==> src/rtl/mov_seq_ctrl_pkg.sv <==
// mov_seq_ctrl_pkg: opcodes, FSM state encoding and decode helper shared by the transfer sequencer.
package mov_seq_ctrl_pkg;

    localparam logic [3:0] OP_MOV  = 4'b1011;
    localparam logic [3:0] OP_MVI  = 4'b1010;
    localparam logic [3:0] OP_XCHG = 4'b1100;

    typedef enum logic [2:0] {
        IDLE, RD, CAP_A, CAP_B, HOLD, WR_A, WR_B, DONE
    } state_t;

    // Opcodes that need the register file read phase before writing.
    function automatic logic is_read_op(input logic [3:0] op);
        return (op == OP_MOV) || (op == OP_XCHG);
    endfunction

endpackage

==> src/rtl/mov_seq_ctrl_settle_timer.sv <==
// mov_seq_ctrl_settle_timer: HOLD_CYC down-counter timing the settle phase between capture and write.
// Ports: clk, rst_n (async active-low), i_start (load HOLD_CYC), o_expire (high during the last settle cycle).
module mov_seq_ctrl_settle_timer #(
    parameter int HOLD_CYC = 3
) (
    input  logic clk,
    input  logic rst_n,
    input  logic i_start,
    output logic o_expire
);

    localparam int CW = (HOLD_CYC < 2) ? 1 : $clog2(HOLD_CYC + 1);

    logic [CW-1:0] r_cnt;

    // Counter reaches zero on the edge that leaves HOLD, so it is clear between operations.
    always_ff @(posedge clk or negedge rst_n) begin
        if (!rst_n)
            r_cnt <= '0;
        else if (i_start)
            r_cnt <= CW'(HOLD_CYC);
        else if (r_cnt != '0)
            r_cnt <= r_cnt - CW'(1);
    end

    assign o_expire = (r_cnt == CW'(1));

endmodule

==> src/rtl/mov_seq_ctrl.sv <==
// mov_seq_ctrl: sequencer for MOV/MVI/XCHG register transfers driving the register file ports.
// Ports: clk, rst_n (async active-low); instruction handshake i_instr_valid/o_instr_ready with
// i_instr_op/rd/rs/imm; register file o_rf_raddr, i_rf_rdata (one-cycle latency), o_rf_we/waddr/wdata;
// status o_busy, o_done (one-cycle pulse), o_err (pulse with o_done for unsupported opcodes).
module mov_seq_ctrl
    import mov_seq_ctrl_pkg::*;
#(
    parameter int HOLD_CYC = 3,
    parameter int DW       = 8,
    parameter int AW       = 3
) (
    input  logic          clk,
    input  logic          rst_n,
    input  logic          i_instr_valid,
    output logic          o_instr_ready,
    input  logic [3:0]    i_instr_op,
    input  logic [AW-1:0] i_instr_rd,
    input  logic [AW-1:0] i_instr_rs,
    input  logic [DW-1:0] i_instr_imm,
    output logic [AW-1:0] o_rf_raddr,
    input  logic [DW-1:0] i_rf_rdata,
    output logic          o_rf_we,
    output logic [AW-1:0] o_rf_waddr,
    output logic [DW-1:0] o_rf_wdata,
    output logic          o_busy,
    output logic          o_done,
    output logic          o_err
);

    localparam state_t AFTER_CAP = (HOLD_CYC == 0) ? WR_A : HOLD;

    state_t        r_state, w_next;
    logic [3:0]    r_op;
    logic [AW-1:0] r_rd, r_rs;
    logic [DW-1:0] r_imm, r_tmp_a, r_tmp_b;
    logic          w_accept, w_expire, w_hold_start;

    assign w_accept     = (r_state == IDLE) && i_instr_valid;
    assign w_hold_start = (w_next == HOLD) && (r_state != HOLD);

    mov_seq_ctrl_settle_timer #(.HOLD_CYC(HOLD_CYC)) u_timer (
        .clk      (clk),
        .rst_n    (rst_n),
        .i_start  (w_hold_start),
        .o_expire (w_expire)
    );

    always_ff @(posedge clk or negedge rst_n) begin
        if (!rst_n)
            r_state <= IDLE;
        else
            r_state <= w_next;
    end

    // Fields are latched only at the handshake; tmp_a/tmp_b capture the data returned for the
    // address presented one state earlier.
    always_ff @(posedge clk or negedge rst_n) begin
        if (!rst_n) begin
            r_op    <= '0;
            r_rd    <= '0;
            r_rs    <= '0;
            r_imm   <= '0;
            r_tmp_a <= '0;
            r_tmp_b <= '0;
        end else begin
            if (w_accept) begin
                r_op  <= i_instr_op;
                r_rd  <= i_instr_rd;
                r_rs  <= i_instr_rs;
                r_imm <= i_instr_imm;
            end
            if (r_state == CAP_A)
                r_tmp_a <= i_rf_rdata;
            if (r_state == CAP_B)
                r_tmp_b <= i_rf_rdata;
        end
    end

    // RD is the common decode state after accept; only MOV/XCHG present a read address there.
    always_comb begin
        w_next = r_state;
        case (r_state)
            IDLE:    w_next = i_instr_valid ? RD : IDLE;
            RD:      w_next = is_read_op(r_op) ? CAP_A : ((r_op == OP_MVI) ? WR_A : DONE);
            CAP_A:   w_next = (r_op == OP_XCHG) ? CAP_B : AFTER_CAP;
            CAP_B:   w_next = AFTER_CAP;
            HOLD:    w_next = w_expire ? WR_A : HOLD;
            WR_A:    w_next = (r_op == OP_XCHG) ? WR_B : DONE;
            WR_B:    w_next = DONE;
            DONE:    w_next = IDLE;
            default: w_next = IDLE;
        endcase
    end

    always_comb begin
        o_rf_raddr = '0;
        o_rf_we    = 1'b0;
        o_rf_waddr = '0;
        o_rf_wdata = '0;
        case (r_state)
            RD:      o_rf_raddr = is_read_op(r_op) ? r_rs : '0;
            CAP_A:   o_rf_raddr = (r_op == OP_XCHG) ? r_rd : '0;
            WR_A: begin
                o_rf_we    = 1'b1;
                o_rf_waddr = r_rd;
                o_rf_wdata = (r_op == OP_MVI) ? r_imm : r_tmp_a;
            end
            WR_B: begin
                o_rf_we    = 1'b1;
                o_rf_waddr = r_rs;
                o_rf_wdata = r_tmp_b;
            end
            default: o_rf_raddr = '0;
        endcase
    end

    assign o_instr_ready = (r_state == IDLE);
    assign o_busy        = (r_state != IDLE);
    assign o_done        = (r_state == DONE);
    assign o_err         = (r_state == DONE) && !is_read_op(r_op) && (r_op != OP_MVI);

endmodule

==> config.mk <==
export PLATFORM = sky130hd
export DESIGN_NAME = mov_seq_ctrl
export DESIGN_NICKNAME = d
export VERILOG_FILES = /design/src/rtl/mov_seq_ctrl_pkg.sv /design/src/rtl/mov_seq_ctrl_settle_timer.sv /design/src/rtl/mov_seq_ctrl.sv
export SDC_FILE = /design/constraint.sdc
export NUM_CORES = 1
export LEC_CHECK = 0
export ABC_AREA = 1
export CAP_MARGIN = 0
export CORE_ASPECT_RATIO = 0.8
export CORE_MARGIN = 2
export CORE_UTILIZATION = 50
export DETAILED_ROUTE_END_ITERATION = 10
export HOLD_SLACK_MARGIN = 0.05
export MAX_ROUTING_LAYER = met4
export PLACE_DENSITY = 0.8
export SYNTH_ARGS = -nofsm -noshare
export SYNTH_HDL_FRONTEND = slang
export SYNTH_SLANG_ARGS = --single-unit
==> constraint.sdc <==
create_clock -name clk -period 3.8 [get_ports clk]
set_input_delay 0.57 -clock clk [delete_from_list [all_inputs] [get_ports clk]]
set_output_delay 0.57 -clock clk [all_outputs]
set_load 0.02 [all_outputs]
# Yosys cells after proc, flatten, opt, wreduce, memory -nomap -nowiden
# Cells that the tools add are included.
op_classes:
  addsub: 1
  mul: 0
  n_div: 0
  order_cmp: 0
  eq_ne: 14
  shift: 0
  n_mux: 16
  bitwise_logic: 0
  n_reduce_logical: 11
ops:
  columns: ["op", "count"]
  rows:
  - ["3-bit one-hot mux with 8 select lines", 1]
  - ["8-bit one-hot mux with 2 select lines", 1]
  - ["3-bit equality test (second input constant)", 5]
  - ["4-bit equality test (second input constant)", 3]
  - ["3-bit two-way mux", 4]
  - ["3-bit one-hot mux with 2 select lines", 2]
  - ["8-bit two-way mux", 1]
  - ["3-bit by 2-bit equality test with 1-bit output (second input constant)", 2]
  - ["2-bit two-way mux", 3]
  - ["1-bit logical AND", 4]
  - ["1-bit two-way mux", 4]
  - ["4-bit inequality test (second input constant)", 1]
  - ["2-bit nonzero test", 2]
  - ["3-bit by 1-bit equality test with 1-bit output (second input constant)", 1]
  - ["3-bit logical NOT", 1]
  - ["3-bit inequality test (second input constant)", 1]
  - ["3-bit nonzero test", 1]
  - ["2-bit by 1-bit equality test with 1-bit output (second input constant)", 1]
  - ["2-bit OR reduction", 1]
  - ["2-bit by 1-bit subtractor with 2-bit output (second input constant)", 1]
  - ["1-bit logical NOT", 1]
  - ["1-bit logical OR", 1]
word_totals:
  regBits: 39
  latchBits: 0
  ramBits: 0
  mem_bits_ro: 0
  inputBits: 29
  out_inout_bits: 19
  wordCells: 50
  memories: 0

# Longest topological paths before layout
logic_depth:
  ltp_word: 7
  mapped_depth: 8
  ltp_nobuf: 6

# Modules after synthesis
# From an unflattened synthesis, not the netlist that was laid out.
hier_totals:
  hier_cells: 261
  hier_area_um2: 2033.2
modules_own_cells:
  columns: ["module", "instances", "cells_each", "area_per_inst_um2", "seq_area_each_um2"]
  rows:
  - ["mov_seq_ctrl", 1, 246, 1914.3, 925.9]
  - ["mov_seq_ctrl_settle_timer", 1, 15, 118.9, 50.0]

# Worst setup path before layout
# OpenSTA, ideal clock, no wires.
synth_path:
  path_type: "register to output"
  start: "register r_state[1]"
  end: "output o_rf_raddr[0]"
  arrival_ns: 1.346
  required_time_ns: 3.230
  path_slack_ns: 1.884
  path_stages_with_launch: 5
  n_path_buf: 1
  path_cell_list: "dfrtp_1 > buf_6 > nor3_1 > nand2_1 > o21ai_0"
synth_between:
  elab_chain_cells: 2
  elab_cells_between_ends: 3
  classes_between: "2 x eq/ne; 1 x mux"
synth_rtl:
  columns: ["item", "line_no", "text"]
  rows:
  - ["start: declaration", "mov_seq_ctrl.sv:32", "state_t r_state, w_next;"]
  - ["start signal: assignment", "mov_seq_ctrl.sv:52", "r_state <= w_next;"]
  - ["3-bit by 2-bit equality test with 1-bit output / 3-bit by 1-bit equality test with 1-bit output (equally long branches)", "mov_seq_ctrl.sv:100", "case (r_state)"]
  - ["3-bit one-hot mux with 2 select lines (*)", "mov_seq_ctrl.sv:100", null]
  - ["end: declaration", "mov_seq_ctrl.sv:20", "output logic [AW-1:0] o_rf_raddr,"]
# Every way passes the cells marked *; elsewhere a longest branch is shown, timed or not.

# Worst setup path after layout
layout_path:
  start: "register r_state[2]"
  end: "output o_rf_wdata[2]"
layout_between:
  elab_chain_cells: 2
  elab_cells_between_ends: 3
  classes_between: "2 x eq/ne; 1 x mux"
layout_rtl:
  columns: ["item", "line_no", "text"]
  rows:
  - ["3-bit equality test", "mov_seq_ctrl.sv:100", null]
  - ["8-bit one-hot mux with 2 select lines (*)", "mov_seq_ctrl.sv:100", null]
  - ["end: declaration", "mov_seq_ctrl.sv:24", "output logic [DW-1:0] o_rf_wdata,"]
# Marks and branches as above.

==> results.cfg <==
[setup_path]
start_kind = flip-flop
critPathMaxFanout = 13
timing.critical_path.required_ps = 3230
reg2reg_depth = 6
path_class = reg2out
critical_path.top_delay_family = buffers and inverters
critPathArrivalTime_ps = 2570
endpoint_kind = output pin
cpMaxStageDelayCell = nor3_2
timing.critical_path.buf_inv = 2
critical_path.max_stage_delay_ps = 650
critical_path_depth = 5
path_cells = inv_2 > nor3_2 > nand2_1 > o21ai_1 > clkdlybuf4s50_1

[placed_design]
placedInstanceArea_mm2 = 0.00245
total_of_buffers_placed_on_input_and_output_ports = 47
post-dp-hpwl_um = 3170
placed_cells_incl_taps = 347
routability_congestion_estimate_from_global_placement = 0.818

[route]
wirelength_um = 4480
first_pass_iters = 4
final_antenna_net_count = 0
route.vias.total = 1793
post-route-drc-count = 0
vias_per_cell = 5.08
drt_first_iter_violations = 177
drt-wirelength-per-cell_um = 12.7

[layout]
areaGrowthSynthToFinish_pct = 26.7
nets = 330
finalCoreUtilization_pct = 66.4
insertedDiodeCount = 0
final_cells = 353
layout_cells_sized_above_1_pct = 7.38
finish.instance_area_mm2 = 0.00253

[sta]
finalSetupTns_ps = 0
period_share_pct = 82.7
skew_ps = 6.33
final.hold.worst_slack_ps = 383
timing.fmax_mhz = 318
slew_headroom_pct = 44.2
final-hold-violation-count = 0
final_number_of_setup_violating_endpoints = 0
worst-slew-pin-transition_ps = 833
timing.final.max_slew_violations = 0
final_period_minus_worst_setup_slack_ps = 3140
rsz0062_at_grt = false

[clock_tree]
h_tree_levels = 2
numCtsBuffers = 5
cts.reportedPaths.clkPinSlew_ps = 70
cts_hold_fix_bufs = 0
cts_setup_buffers = 0
cts.root.buffer_cell = clkbuf_8
tritoncts = built
tritoncts_num_sinks = 39
ctsLongestPathBuffers = 2
clk-insertion-delay-late_ps = 290
ctsResizeCount = 0

[synthesis]
synth.ff_latch_count = 39
syn_inst = 257
ys_top_cells_by_count = 77 x nand2_1, 39 x dfrtp_1, 27 x inv_1, 25 x o21ai_0, 23 x nor2_1
synthesis.nets = 288
async_reset_ff_share_pct = 100
synth_most_common_cell = nand2_1
yosys_most_used_dff = dfrtp_1
register_area_share_after_synthesis_pct = 49.0
yosysWarnings = 0
syn_area_per_cell_um2 = 7.76
synth_area_leaders = dfrtp_1 49%, nand2_1 15%, o21ai_0 6.3%
yosysUniqueCellTypes = 23
netlist.area_leader.share_pct = 49.0
number_of_synthesized_flops_with_an_enable_pin = 0
synth.cell_area_mm2 = 0.00199
synth_top_cell_by_area = dfrtp_1

[grt]
grt_use_total_pct = 22.4
maximum_number_of_pins_on_one_net_before_global_route_repair = 40
global_route_wire_length_before_repair_um = 7290
number_of_antenna_violations_at_the_first_check_in_global_routing = 0
grt_pass1_vias = 1644
grt_overflow = 0

[run]
drv_cap = 0

[run_status]
result_of_the_run = finished clean

[power_and_ir_drop]
irDropWorstVdd_mv = 0.454
power.density_cell_area_mw_per_mm2 = 799
p_leak_nw = 1.26

[floorplanning]
die_area_mm2 = 0.00451
placeableCoreArea_mm2 = 0.00380
floorplan.die.width_um = 74.6
io_pins = 48
initial_utilization_pct = 52.4
fp-row-count = 20
die_y_um = 60.5

[min_path]
class_of_the_worst_hold_path = in2async
==> metal layers <==
layer | vias up | global-route usage, % | part of all wire, %
met4 | 0 | 7.65 | 0.22
met2 | 61 | 34.8 | 47
met1 | 836 | 29.2 | 48
met5 | - | - | 0
met3 | 2 | 5.48 | 4.9
li1 | 894 | - | -
==> cell families after synthesis <==
kind of cell | after synthesis | share of synthesized area (%)
AO/OA/AOI/OAI | 39 | 10.7
XOR/XNOR | 1 | 0.440
adder cells (fa/ha/maj) | 2 | 1.26
buffers and inverters | 42 | 9.35
flip-flops | 39 | 49.0
AND/OR/NAND/NOR | 134 | 29.3
==> worst paths after layout <==
path / end / startpoint / slack, ps
worst max-delay path: o_rf_wdata[2] / r_state[2]$_DFF_PN0_ / 660
worst min-delay path: r_rs[2]$_DFFE_PN0P_ / rst_n / 380
worst max register to register: r_rs[0]$_DFFE_PN0P_ / r_state[1]$_DFF_PN0_ / 2060
worst min register to register: r_imm[7]$_DFFE_PN0P_ / r_imm[7]$_DFFE_PN0P_ / 480
max in group asynchronous: r_tmp_a[7]$_DFFE_PN0P_ / rst_n / 2890
min in group clk: r_imm[7]$_DFFE_PN0P_ / r_imm[7]$_DFFE_PN0P_ / 480
==> flip-flops by register name, indices dropped and copies added, names as in the netlist <==
| signal | flops |
|---|---|
| r_rs | 3 |
| r_tmp_b | 8 |
| u_timer.r_cnt | 2 |
| r_op | 4 |
| r_tmp_a | 8 |
| r_imm | 8 |
| r_state | 3 |
| r_rd | 3 |
==> placed cells by master, fill, tap and decap left out, types with 3 or more instances in the layout <==
master / count
nor2_1: 23
nand3_1: 16
clkdlybuf4s50_1: 46
nand4_1: 9
a21oi_1: 3
clkbuf_8: 5
a21oi_2: 5
dfrtp_1: 39
o21ai_0: 25
inv_1: 27
nand2_1: 77
inv_2: 3
o21ai_1: 6
==> through the flow <==
| step | power [mW] | setup slack [ps] |
|---|---|---|
| 2_1_floorplan | 1.43 | 1880 |
| 3_3_place_gp | 1.73 | 1080 |
| 3_5_place_dp | 1.76 | 1010 |
| 4_1_cts | 2.02 | 684 |
| 5_1_grt | 2.18 | 484 |
| 6_report | 2.02 | 656 |
==> worst register-to-register path, delay by kind of cell, from the launching register on <==
family / cells / cell delay [ps]
simple gates: 4 / 780
flops: 1 / 580
buf+inv: 1 / 210
compound gates: 1 / 50
==> report_power, final <==
part | switching [mW] | internal (mW) | total (mW)
Sequential | 0.158 | 0.617 | 0.775
Clock | 0.132 | 0.122 | 0.254
Combinational | 0.593 | 0.396 | 0.989
==> area by class of cell <==
class / instances / area (um^2)
Tap cell: 55 / 68.8
Sequential cell: 39 / 976
Inverter: 30 / 113
Fill cell: 324 / 1280
Multi-Input combinational cell: 176 / 831
Timing Repair Buffer: 47 / 465
Clock buffer: 6 / 72.6
Power figures use the tool's default switching activity.
